**src/rtl/fft_pkg.sv**
```systemverilog
// Shared constants, FSM encoding and pipeline entry type
// for the 64-point DIF FFT twiddle sequencer.
package fft_pkg;

    localparam int FFT_N = 64;
    localparam int LOG2N = 6;
    localparam int NBFLY = 32;
    localparam int TW_W  = 5;

    localparam logic [TW_W-1:0] E_NEGJ = 5'd16;

    typedef enum logic [1:0] {
        S_IDLE,
        S_RUN,
        S_DRAIN
    } state_t;

    typedef struct packed {
        logic            vld;
        logic [TW_W-1:0] e;
        logic            one;
        logic            negj;
        logic            s5;
        logic            last;
    } tw_ent_t;

    // Twiddle exponent of butterfly b in stage s: keep the
    // low (5-s) index bits and scale them up by 2^s.
    function automatic logic [TW_W-1:0] tw_exp(
        input logic [2:0]      s,
        input logic [TW_W-1:0] b
    );
        logic [TW_W-1:0] j;
        j = b & 5'((6'd32 >> s) - 6'd1);
        return 5'(j << s);
    endfunction

endpackage

```
**src/rtl/fft_twiddle_sched_if.sv**
```systemverilog
// Control/twiddle bundle between the frame controller and
// the twiddle sequencer.
interface fft_twiddle_sched_if;

    logic       start;
    logic       valid;
    logic       abort;
    logic       busy;
    logic [2:0] stage;
    logic [4:0] bfly;
    logic       issue_vld;
    logic [4:0] tw_addr;
    logic       tw_vld;
    logic       tw_one;
    logic       tw_negj;
    logic       stage_last;
    logic       done;

    modport master (
        output start, valid, abort,
        input  busy, stage, bfly, issue_vld, tw_addr,
        input  tw_vld, tw_one, tw_negj, stage_last, done
    );

    modport slave (
        input  start, valid, abort,
        output busy, stage, bfly, issue_vld, tw_addr,
        output tw_vld, tw_one, tw_negj, stage_last, done
    );

endinterface

```
**src/rtl/fft_tw_pipe.sv**
```systemverilog
// DLY-deep shift register of twiddle entries; flush clears
// every stage so aborted work never reaches the butterfly.
module fft_tw_pipe
    import fft_pkg::*;
#(
    parameter int DLY = 1
) (
    input  logic    clk,
    input  logic    rst,
    input  logic    i_flush,
    input  tw_ent_t i_d,
    output tw_ent_t o_q
);

    tw_ent_t r_q [DLY];

    // Shift every cycle; bubbles enter as all-zero entries.
    always_ff @(posedge clk or posedge rst) begin
        if (rst) begin
            for (int i = 0; i < DLY; i++) r_q[i] <= '0;
        end else if (i_flush) begin
            for (int i = 0; i < DLY; i++) r_q[i] <= '0;
        end else begin
            r_q[0] <= i_d;
            for (int i = 1; i < DLY; i++) r_q[i] <= r_q[i-1];
        end
    end

    assign o_q = r_q[DLY-1];

endmodule

```
**src/rtl/fft_twiddle_sched.sv**
```systemverilog
// Butterfly/twiddle sequencer: walks 6 stages x 32 butterflies
// and emits twiddle address/flags aligned to bank read data.
module fft_twiddle_sched
    import fft_pkg::*;
#(
    parameter int LOG2N = 6,
    parameter int DLY   = 1
) (
    input  logic                clk,
    input  logic                rst,
    fft_twiddle_sched_if.slave  bus
);

    state_t     r_state;
    state_t     w_next;
    logic [2:0] r_stage;
    logic [4:0] r_bfly;
    logic       w_issue;
    logic       w_s_end;
    logic       w_b_end;
    logic       w_done;
    tw_ent_t    w_ent;
    tw_ent_t    w_out;

    assign w_s_end = (r_stage == 3'(LOG2N - 1));
    assign w_b_end = (r_bfly == 5'(NBFLY - 1));
    assign w_done  = w_out.vld & w_out.last;

    // State register.
    always_ff @(posedge clk or posedge rst) begin
        if (rst) r_state <= S_IDLE;
        else     r_state <= w_next;
    end

    // Next state and issue decision; abort overrides all.
    always_comb begin
        w_next  = r_state;
        w_issue = 1'b0;
        unique case (r_state)
            S_IDLE: begin
                if (bus.start) w_next = S_RUN;
            end
            S_RUN: begin
                w_issue = bus.valid;
                if (bus.valid && w_s_end && w_b_end)
                    w_next = S_DRAIN;
            end
            S_DRAIN: begin
                if (w_done) w_next = S_IDLE;
            end
            default: w_next = S_IDLE;
        endcase
        if (bus.abort) w_next = S_IDLE;
    end

    // Stage/butterfly counters; they wrap to 0 after the last issue.
    always_ff @(posedge clk or posedge rst) begin
        if (rst) begin
            r_stage <= '0;
            r_bfly  <= '0;
        end else if (bus.abort) begin
            r_stage <= '0;
            r_bfly  <= '0;
        end else if (w_issue) begin
            if (w_b_end) begin
                r_bfly  <= '0;
                r_stage <= w_s_end ? 3'd0 : r_stage + 3'd1;
            end else begin
                r_bfly  <= r_bfly + 5'd1;
            end
        end
    end

    // Twiddle entry for the butterfly issued this cycle.
    always_comb begin
        w_ent = '0;
        if (w_issue) begin
            w_ent.vld  = 1'b1;
            w_ent.e    = tw_exp(r_stage, r_bfly);
            w_ent.one  = (w_ent.e == '0);
            w_ent.negj = (w_ent.e == E_NEGJ);
            w_ent.s5   = w_s_end;
            w_ent.last = w_s_end & w_b_end;
        end
    end

    fft_tw_pipe #(
        .DLY (DLY)
    ) u_pipe (
        .clk     (clk),
        .rst     (rst),
        .i_flush (bus.abort),
        .i_d     (w_ent),
        .o_q     (w_out)
    );

    assign bus.busy       = (r_state != S_IDLE);
    assign bus.stage      = r_stage;
    assign bus.bfly       = r_bfly;
    assign bus.issue_vld  = w_issue;
    assign bus.tw_vld     = w_out.vld;
    assign bus.tw_addr    = w_out.e & {TW_W{w_out.vld}};
    assign bus.tw_one     = w_out.one & w_out.vld;
    assign bus.tw_negj    = w_out.negj & w_out.vld;
    assign bus.stage_last = w_out.s5 & w_out.vld;
    assign bus.done       = w_done;

endmodule

```
**src/flat_wrapper.sv**
```systemverilog
// flat-port wrapper written by rule: the top's interface ports become plain ports
module fft_twiddle_sched_flat import fft_pkg::*;
#(
    parameter int LOG2N = 6,
    parameter int DLY   = 1
)
  (clk, rst, bus_start, bus_valid, bus_abort, bus_busy, bus_stage, bus_bfly, bus_issue_vld, bus_tw_addr, bus_tw_vld, bus_tw_one, bus_tw_negj, bus_stage_last, bus_done);
  fft_twiddle_sched_if bus_i ();
  input  logic clk;
  input  logic rst;
  input wire logic [$bits(bus_i.start)-1:0] bus_start;
  input wire logic [$bits(bus_i.valid)-1:0] bus_valid;
  input wire logic [$bits(bus_i.abort)-1:0] bus_abort;
  output wire logic [$bits(bus_i.busy)-1:0] bus_busy;
  output wire logic [$bits(bus_i.stage)-1:0] bus_stage;
  output wire logic [$bits(bus_i.bfly)-1:0] bus_bfly;
  output wire logic [$bits(bus_i.issue_vld)-1:0] bus_issue_vld;
  output wire logic [$bits(bus_i.tw_addr)-1:0] bus_tw_addr;
  output wire logic [$bits(bus_i.tw_vld)-1:0] bus_tw_vld;
  output wire logic [$bits(bus_i.tw_one)-1:0] bus_tw_one;
  output wire logic [$bits(bus_i.tw_negj)-1:0] bus_tw_negj;
  output wire logic [$bits(bus_i.stage_last)-1:0] bus_stage_last;
  output wire logic [$bits(bus_i.done)-1:0] bus_done;
  assign bus_i.start = bus_start;
  assign bus_i.valid = bus_valid;
  assign bus_i.abort = bus_abort;
  assign bus_busy = bus_i.busy;
  assign bus_stage = bus_i.stage;
  assign bus_bfly = bus_i.bfly;
  assign bus_issue_vld = bus_i.issue_vld;
  assign bus_tw_addr = bus_i.tw_addr;
  assign bus_tw_vld = bus_i.tw_vld;
  assign bus_tw_one = bus_i.tw_one;
  assign bus_tw_negj = bus_i.tw_negj;
  assign bus_stage_last = bus_i.stage_last;
  assign bus_done = bus_i.done;
  fft_twiddle_sched #(.LOG2N(LOG2N), .DLY(DLY)) u_core (.clk(clk), .rst(rst), .bus(bus_i));
endmodule
```
**config.mk**
```make
export PLATFORM = sky130hd
export DESIGN_NAME = fft_twiddle_sched_flat
export DESIGN_NICKNAME = d
export VERILOG_FILES = /design/src/rtl/fft_pkg.sv /design/src/rtl/fft_twiddle_sched_if.sv /design/src/rtl/fft_tw_pipe.sv /design/src/rtl/fft_twiddle_sched.sv /design/src/flat_wrapper.sv
export SDC_FILE = /design/constraint.sdc
export NUM_CORES = 1
export LEC_CHECK = 0
export CORE_MARGIN = 5
export CORE_UTILIZATION = 44
export DETAILED_ROUTE_END_ITERATION = 16
export PLACE_DENSITY_LB_ADDON = 0.25
export SLEW_MARGIN = 40
export SYNTH_ARGS = -nofsm -noshare
export SYNTH_HDL_FRONTEND = slang
export SYNTH_SLANG_ARGS = --single-unit
```
**constraint.sdc**
```tcl
create_clock -name clk -period 2.1 [get_ports clk]
set_input_delay 0.42 -clock clk [delete_from_list [all_inputs] [get_ports clk]]
set_output_delay 0.42 -clock clk [all_outputs]
set_load 0.01 [all_outputs]
```
---- Word-level counts from Yosys, hierarchy flattened ----
Index checks and enable logic that the tools add are counted.
word-level totals
  latch bits .............................. 0
  memory bits (writable) .................. 0
  word-level logic and storage cells ...... 53
  memories kept ........................... 0
  bits in registers ....................... 20
  output and inout bits ................... 20
  memory bits (read-only) ................. 0
operators by class
  reductions and logical operators ........ 9
  multiply operators ...................... 0
  add/sub/neg operators ................... 3
  $lt $le $gt $ge ......................... 0
  multiplexer cells ....................... 15
  shift operators ......................... 2
  div/mod/pow operators ................... 0
  bitwise operators ....................... 7
  equal/unequal tests ..................... 8
operators by type and width
  operator               number
  $mux W10               2
  $mux W5                3
  $mux W3                4
  $and A5 B5 Y5          2
  $eq A5 B5 Y1 const B   2
  $mux W2                4
  $ne A3 B3 Y1 const B   2
  $pmux W2 S3            1
  $reduce_bool A2 Y1     3
  $shr A6 B3 Y5 const A  1
  $add A5 B1 Y5 const B  1
  $and A1 B1 Y1          5
  $logic_not A5 Y1       1
  $shl A5 B3 Y5          1
  $sub A5 B1 Y5 const B  1
  $add A3 B1 Y3 const B  1
  $eq A3 B3 Y1 const B   1
  $ne A3 B2 Y1 const B   1
  $reduce_and A3 Y1      1
  $eq A2 B1 Y1 const B   1
  $eq A2 B2 Y1 const B   1
  $logic_and A1 B1 Y1    2
  $logic_not A2 Y1       1
  $reduce_and A2 Y1      1
  $mux W1                1

---- Longest topological paths before layout ----
Gate-level depths: netlist of run 1.
  word-level depth ........................ 7
  gate-level depth with buffers ........... 8
  mapped depth without buffers ............ 7

---- Hierarchy ----
Synthesis of run 1 repeated with hierarchy kept, for this count alone.
second synthesis, totals
  cells, all modules ...................... 125
  area, all modules ....................... 1188.6 um^2
modules (own cells, without submodules)
  module             times used  cells an instance  seq. area each (um^2)  area an instance (um^2)
  fft_twiddle_sched  1           104                250.2                  872.1
  fft_tw_pipe        1           21                 250.2                  316.6

---- Worst setup path before layout of run 1 ----
OpenSTA, ideal clock, no wires.
  path type ............................... register -> register
  start ................................... register u_core.r_stage[1] (netlist: u_core.bus.stage[1])
  end ..................................... register u_core.u_pipe.r_q (netlist bit u_core.u_pipe.o_q[3])
  data arrival time ....................... 1.983 ns
  slack ................................... -0.006 ns
  period minus slack after synthesis ...... 2.106 ns
  cell stages (with the launch flop) ...... 8
  library setup time ...................... 0.123 ns
  path through ............................ dfrtp_1 > clkbuf_1 > or3_1 > ha_1 > nor3b_1 > o31a_1 > a2bb2oi_1 > nor2_1
on the way
  longest elaborated chain between the ends .. 7
RTL lines
  item                    RTL line                 text
  start, declared         fft_twiddle_sched.sv:16  logic [2:0] r_stage;
  start signal, assigned  fft_twiddle_sched.sv:67  r_stage <= w_s_end ? 3'd0 : r_stage + 3'd1;
  $shr A6 B3 Y5           fft_pkg.sv:34            j = b & 5'((6'd32 >> s) - 6'd1);
  $sub A5 B1 Y5           fft_pkg.sv:34
  $and A5 B5 Y5           fft_pkg.sv:34
  $shl A5 B3 Y5 *         fft_pkg.sv:35            return 5'(j << s);
  $logic_not A5 Y1 *      fft_twiddle_sched.sv:80  w_ent.one = (w_ent.e == '0);
  $mux W10 *              fft_twiddle_sched.sv:77  if (w_issue) begin
  $mux W10 *              fft_tw_pipe.sv:21        end else if (i_flush) begin
  end, declared           fft_tw_pipe.sv:15        tw_ent_t r_q [DLY];
Every way passes the cells marked *; elsewhere a longest branch is shown, timed or not.
A chain may end at the register's enable or synchronous reset.

---- Worst setup path after layout of run 1 ----
  start ................................... register u_core.r_state[0]
  end ..................................... output port bus_busy
on the way
  longest elaborated chain between the ends .. 1
RTL lines
  item                    RTL line                 text
  start, declared         fft_twiddle_sched.sv:14  state_t r_state;
  start signal, assigned  fft_twiddle_sched.sv:32  else r_state <= w_next;
  $reduce_bool A2 Y1      fft_twiddle_sched.sv:97  assign bus.busy = (r_state != S_IDLE);
  end, declared           flat_wrapper.sv:14       output wire logic [$bits(bus_i.busy)-1:0] bus_busy;
Every way passes these cells.

==> metrics.md, run 1 <==
| Metric | Value |
|---|---|
| Status | `finished clean` |
| Routed wire length | `between 2 and 2.5 mm` |
| Post-Syn Nets | `130` |
| DRT Pass-1 Iters | `4` |
| Clk buf depth | `2` |
| Post-CTS Setup Bufs | `0` |
| Power per Cell Area | `around 430 nW/um2` |
| Design Power | `about 630 uW` |
| Number of synthesis warnings | `0` |
| Die width | `60.59 um` |
| Final Max Tran Viols | `0` |
| Initial DRC Count | `12` |
| Crit path max fanout | `8` |
| Worst r2r src | `u_core.bus.stage[2]` |
| DP Worst Slack | `around 0.020 ns` |
| Avg WL per Cell | `13.26 um` |
| Antenna-violating nets left | `0` |
| HPWL after DPL | `~1.9 mm` |
| Die Y | `just over 60 um` |
| DRC | `0` |
| WL met2 | `~1.2 mm` |
| Vias | `1003` |
| Critical Path RT | `~1.7 ns` |
| WL met3 | `approximately 130 um` |
| Routability congestion estimate from global placement | `approximately 0.84` |
| Tightest Hold Check Type | `input port to asynchronous set/reset pin` |
| Synthesized cell area | `around 1100 um2` |
| Final setup violation count | `0` |
| Ant diodes | `0` |
| Layout Nets | `164` |
| Total I/O pin count | `25` |
| P_leak | `0.0006591 uW` |
| Max Clk Rate | `between 400 and 500 MHz` |
| Max layer used | `met4` |
| # fillers | `slightly above 200` |
| Core ar. | `2455 um2` |
| CP endpoint kind | `output port` |
| Total track usage | `0.1563` |
| Largest net degree at the start of global routing | `21` |
| Max-Cap Viols | `0` |
| Reg clk slew, reported paths | `about 0.10 ns` |
| Tcrit/Tclk final | `0.9533` |
| FP Rows | `18` |
| Die area | `3671 um2` |
| Post-layout util | `0.6050` |
| Register area share after synthesis | `0.4444` |
| CTS tree | `done` |
| VDD IR max | `roughly 0.00032 V` |
| H-tree Lvls | `1` |
| # resized after CTS | `0` |
| Layout cell share with drive strength beyond 1 | `0.1176` |
| Final Skew | `~0.0037 ns` |
| Cells after synthesis | `approximately 120` |
| Drt via density | `5.481` |
| CTS buffer count | `3` |
| Commonest cells after routing, fill and taps aside | `23 x clkdlybuf4s50_1, 20 x dfrtp_1, 13 x nor2_1` |
| RSZ-0062 raised after global routing | `false` |
| Commonest non-fill, non-tap cell in the layout | `clkdlybuf4s50_1` |
| EDFF count, synth | `0` |
| Wl on met1 | `1.015 mm` |
| Port Buf Inserts | `24` |
| Avg Cell Area, Syn | `9.306 um2` |
| Flops & latches, synth | `20` |
| Initial Utilization | `0.4587` |
| Critical Path Source | `u_core.r_state[0]` |
| Critical path class | `flip-flop to output port` |
| Final worst setup slack | `0.09817 ns` |
| Fin. Hold Viols | `0` |
| Worst slew pin tran | `roughly 0.36 ns` |
| Area grow syn2layout | `31.89%` |
| Clk_lat worst skew | `0.30 ns` |
| TritonCTS Sinks | `20` |
| TNS Setup | `0 ns` |
| Antenna violations before repair | `0` |
| CP startpoint kind | `flip-flop` |
| Main synth FF type | `dfrtp_1` |
| Fin crit period | `2.002 ns` |
| Gr ovfl total | `0` |
| Post-synthesis cell type count | `40` |
| Clock Root Buffer | `clkbuf_4` |
| Crit path arrival time | `1.58 ns` |
| Number of global-route vias before repair | `970` |
| Post-synth ARST share | `1.000` |
| First-pass GRT wire length | `between 4 and 5 mm` |
| Cts hold-fix bufs | `0` |
| Worst rel slew slack | `0.7568` |
==> Yosys cell counts (2+ instances only) <==
cell type | instances | area share
a211oi_1 | 2 | 0.013
a21oi_1 | 7 | 0.031
a31oi_1 | 3 | 0.017
and2_1 | 12 | 0.067
clkbuf_1 | 3 | 0.010
dfrtp_1 | 20 | 0.44
ha_1 | 4 | 0.044
inv_1 | 5 | 0.017
nand2_1 | 11 | 0.037
nand2b_1 | 2 | 0.011
nand3_1 | 3 | 0.013
nand3b_1 | 3 | 0.020
nand4bb_1 | 2 | 0.020
nor2_1 | 13 | 0.043
nor3_1 | 4 | 0.018
nor3b_1 | 2 | 0.013
o21ai_0 | 2 | 0.0089
==> area by class of cell <==
type / count / area [um2] / share of cell area
Clock buffer: 3 / 22.52 / 0.01516
Inverter: 6 / 22.52 / 0.01516
Multi-Input combinational cell: 90 / 584.3 / 0.3934
Sequential cell: 20 / 500.5 / 0.3370
Timing Repair Buffer: 34 / 317.8 / 0.2140
Tap cell: 30 / 37.54 / 0.02527
==> critical path: stages (launching register included) <==
cell and delay [ns]:
dfrtp_1 0.49, or2_2 0.32, clkdlybuf4s50_1 0.48
==> report_power, final <==
group	internal [uW]	total (uW)	switching [uW]
combinational	29.4	61.2	31.8
sequential	389	395	6.12
clock	66.9	177	110
==> state kept, by name, indices dropped and copies added, names as in the netlist <==
register and count:
u_core.bus.stage 3, u_core.bus.bfly 5, u_core.r_state 2, u_core.u_pipe.o_q 10
==> final timing paths <==
check | endpoint | slack (ns) | cells past startpoint
hold / removal | u_core.bus.bfly[3] | 0.44 | 3
hold reg to reg | u_core.bus.bfly[4] | 0.59 | 2
min in group clk | u_core.bus.bfly[4] | 0.59 | 2
max in group asynchronous | u_core.u_pipe.o_q[7] | 1.46 | 3
setup / recovery | bus_busy | 0.1 | 2
setup reg to reg | u_core.u_pipe.o_q[3] | 0.13 | 7
==> metal layers <==
layer,GRT usage,up-vias
li1,-,488
met1,0.1834,487
met2,0.2718,23
met3,0.03830,5
met4,0.06502,0
met5,0,-
==> kinds of logic after synthesis <==
logic type | count (synthesis) | share of synthesized area
compound gates | 21 | 0.1233
mux | 1 | 0.008889
simple gates | 62 | 0.3222
buf+inv | 11 | 0.04111
flops | 20 | 0.4444
xor+xnor | 2 | 0.01556
fa+ha+maj | 4 | 0.04445
==> through the flow <==
stage	hold WS [ns]	cell area [um2]	instances
6_report	0.4374	1485	183
5_1_grt	0.4812	1485	183
4_1_cts	0.4457	1483	183
3_5_place_dp	0.5706	1460	180
3_3_place_gp	0.5466	1460	180
2_1_floorplan	0.3838	1131	121
Note: power is estimated with default switching activity, not from simulation.
==> run 2, diff against run 1 <==
CTS_CLUSTER_SIZE = 25   (was not set)
==> results of run 2 <==
No change in the layout: final DEF, timing and power equal those of run 1.
==> run 3, diff against run 2 <==
REMOVE_ABC_BUFFERS = 1   (was not set)
==> metrics.md, run 3 (synthesis results as in run 1) <==
| Metric | Value |
|---|---|
| Status | `finished clean` |
| Fin crit period | `2.006 ns (+0.004159 ns)` |
| Critical path class | `flip-flop to output port` |
| Crit path arrival time | `1.59 ns (about the same)` |
| Power share of the clock group | `0.330 (+0.051)` |
| Critical Path Source | `u_core.r_state[0]` |
| Vias | `1007 (+0.40%)` |
| DRT Pass-1 Iters | `4 (unchanged)` |
| Int Power | `523.3 uW (+7.8%)` |
| Clock Root Buffer | `clkbuf_4` |
| CTS tree | `done` |
| DP Worst Slack | `-0.03159 ns (-0.05129 ns)` |
| Reg power frac | `0.580 (-0.044)` |
| Total I/O pin count | `25 (unchanged)` |
| Sw Ratio | `0.2317 (-0.001676)` |
| CP endpoint kind | `output port` |
| Max reg flops | `10 (unchanged)` |
| Final Skew | `0.003331 ns (-0.0003670 ns)` |
| Routed wire length | `2.463 mm (+1.5%)` |
| HPWL after DPL | `1.899 mm (+1.6%)` |
| Commonest non-fill, non-tap cell in the layout | `clkdlybuf4s50_1` |
| Finished Layout Cells | `184 (+0.55%)` |
| H-tree Lvls | `1 (unchanged)` |
| RSZ-0062 raised after global routing | `false` |
| Worst rel slew slack | `0.7148 (-0.04205)` |
| Largest net degree at the start of global routing | `21 (unchanged)` |
| Total track usage | `0.1519 (-0.004348)` |
| CP startpoint kind | `flip-flop` |
| Max-Cap Viols | `0 (unchanged)` |
| NetSw | `157.9 uW (+6.8%)` |
| Design Power | `681.2 uW (+7.6%)` |
| R2R Path End | `u_core.u_pipe.o_q[3]` |
| Antenna violations before repair | `0 (unchanged)` |
| DRC | `0 (unchanged)` |
| Initial DRC Count | `24 (+12)` |
| Avg WL per Cell | `13.39 um (+0.93%)` |
| Max Clk Rate | `498.5 MHz (-0.21%)` |
| Critical Path RT | `1.68 ns (about the same)` |
| Crit path max fanout | `8 (unchanged)` |
| R2R depth | `7 (unchanged)` |
| Final Max Tran Viols | `0 (unchanged)` |
| First-pass GRT wire length | `4.215 mm (-2.1%)` |
| Sequential Area | `500.5 um2 (unchanged)` |
| Routability congestion estimate from global placement | `0.8992 (+7.5%)` |
| P_leak | `0.0006479 uW (-1.7%)` |
| Reg clk slew, reported paths | `0.11 ns (about the same)` |
| Tcrit/Tclk final | `0.9552 (+0.001980)` |
| Die Y | `60.59 um (unchanged)` |
| Gr ovfl total | `0 (unchanged)` |
| Commonest cells after routing, fill and taps aside | `23 x clkdlybuf4s50_1, 20 x dfrtp_1, 13 x nor2_1` |
| Port Buf Inserts | `24 (unchanged)` |
| CP endpoint | `bus_busy` |
| Final setup violation count | `0 (unchanged)` |
| Power per Cell Area | `457.1 nW/um2 (+7.2%)` |
| Initial Utilization | `0.4587 (unchanged)` |
| TritonCTS Sinks | `20 (unchanged)` |
| Die area | `3671 um2 (unchanged)` |
| Clk buf depth | `2 (unchanged)` |
| # fillers | `222 (+8.8%)` |
| R2R Setup Slk | `0.12 ns (about the same)` |
| Area grow syn2layout | `32.33%` |
| Final worst setup slack | `0.09402 ns (-0.004159 ns)` |
| Post-CTS Setup Bufs | `0 (unchanged)` |
| Multi-input combinational cell area | `579.3 um2 (-0.86%)` |
| Drt via density | `5.473 (-0.15%)` |
| Antenna-violating nets left | `0 (unchanged)` |
| VDD IR max | `0.0003799 V (+21%)` |
| Placed cells | `180 (unchanged)` |
| FP Rows | `18 (unchanged)` |
| TNS Setup | `0 ns (unchanged)` |
| Layout Nets | `164 (unchanged)` |
| Hold_ws | `0.4251 ns (-0.01237 ns)` |
| Clk_lat worst skew | `0.30 ns (about the same)` |
| Worst slew pin tran | `0.4171 ns (+0.06148 ns)` |
| Layout cell share with drive strength beyond 1 | `0.1169 (-0.0007639)` |
| Comb power frac | `0.090 (-0.007)` |
| Fin. Hold Viols | `0 (unchanged)` |
| Ant diodes | `0 (unchanged)` |
| Number of global-route vias before repair | `956 (-1.4%)` |
| Die width | `60.59 um (unchanged)` |
| CTS buffer count | `3 (unchanged)` |
| Core ar. | `2455 um2 (unchanged)` |
| Tightest Hold Check Type | `input port to asynchronous set/reset pin` |
| Worst r2r src | `u_core.bus.stage[1]` |
==> run 3: power groups by stage <==
stage,combinational (uW),clock (uW),sequential [uW]
after floorplan,23.2,0,404
after global placement,60.5,0,402
after detailed placement,61.8,0,403
after CTS,61.6,232,395
after global routing,67.9,245,396
final,61.0,225,395
==> run 3: timing repair <==
item,CTS,global route
resized for setup,1,0
setup endpoints to repair,1,0
hold buffers,0,0
==> run 3: critical path, cell delays in order (launching register included) <==
cell,delay [ns]
dfrtp_1,0.48
or2_2,0.32
clkdlybuf4s50_1,0.48
==> run 3: how the worst min path moves through the flow <==
| stage | from | end | depth (start not counted) |
|---|---|---|---|
| 6_report | rst | u_core.u_pipe.o_q[1] | 3 |
| 5_1_grt | rst | u_core.u_pipe.o_q[1] | 3 |
| 4_1_cts | rst | u_core.u_pipe.o_q[5] | 3 |
| 3_5_place_dp | u_core.r_state[1] | u_core.r_state[0] | 1 |
| 3_3_place_gp | u_core.r_state[1] | u_core.r_state[0] | 1 |
| 2_1_floorplan | rst | u_core.bus.bfly[0] | 1 |
==> run 3: stage by stage <==
stage / util / instance area, um2
5_1_grt: 0.6070 / 1490
6_report: 0.6070 / 1490
2_1_floorplan: - / 1102
3_3_place_gp: 0.5928 / 1455
4_1_cts: 0.6070 / 1490
3_5_place_dp: 0.5928 / 1455
==> run 3: layer usage <==
metal / track usage / share of wire / vias to the layer above
met4: 0.08050 / 0.021 / 0
met5: 0 / 0 / -
li1: - / - / 495
met2: 0.2550 / 0.50 / 20
met3: 0.02553 / 0.043 / 5
met1: 0.1863 / 0.44 / 487
==> run 3: area by class of cell <==
cell class	count	area share
multi-input cells	90	0.3887
flip-flops and latches	20	0.3359
repair buffers	34	0.2107
well taps	30	0.02519
clock buffers	4	0.02435
inverters	6	0.01511
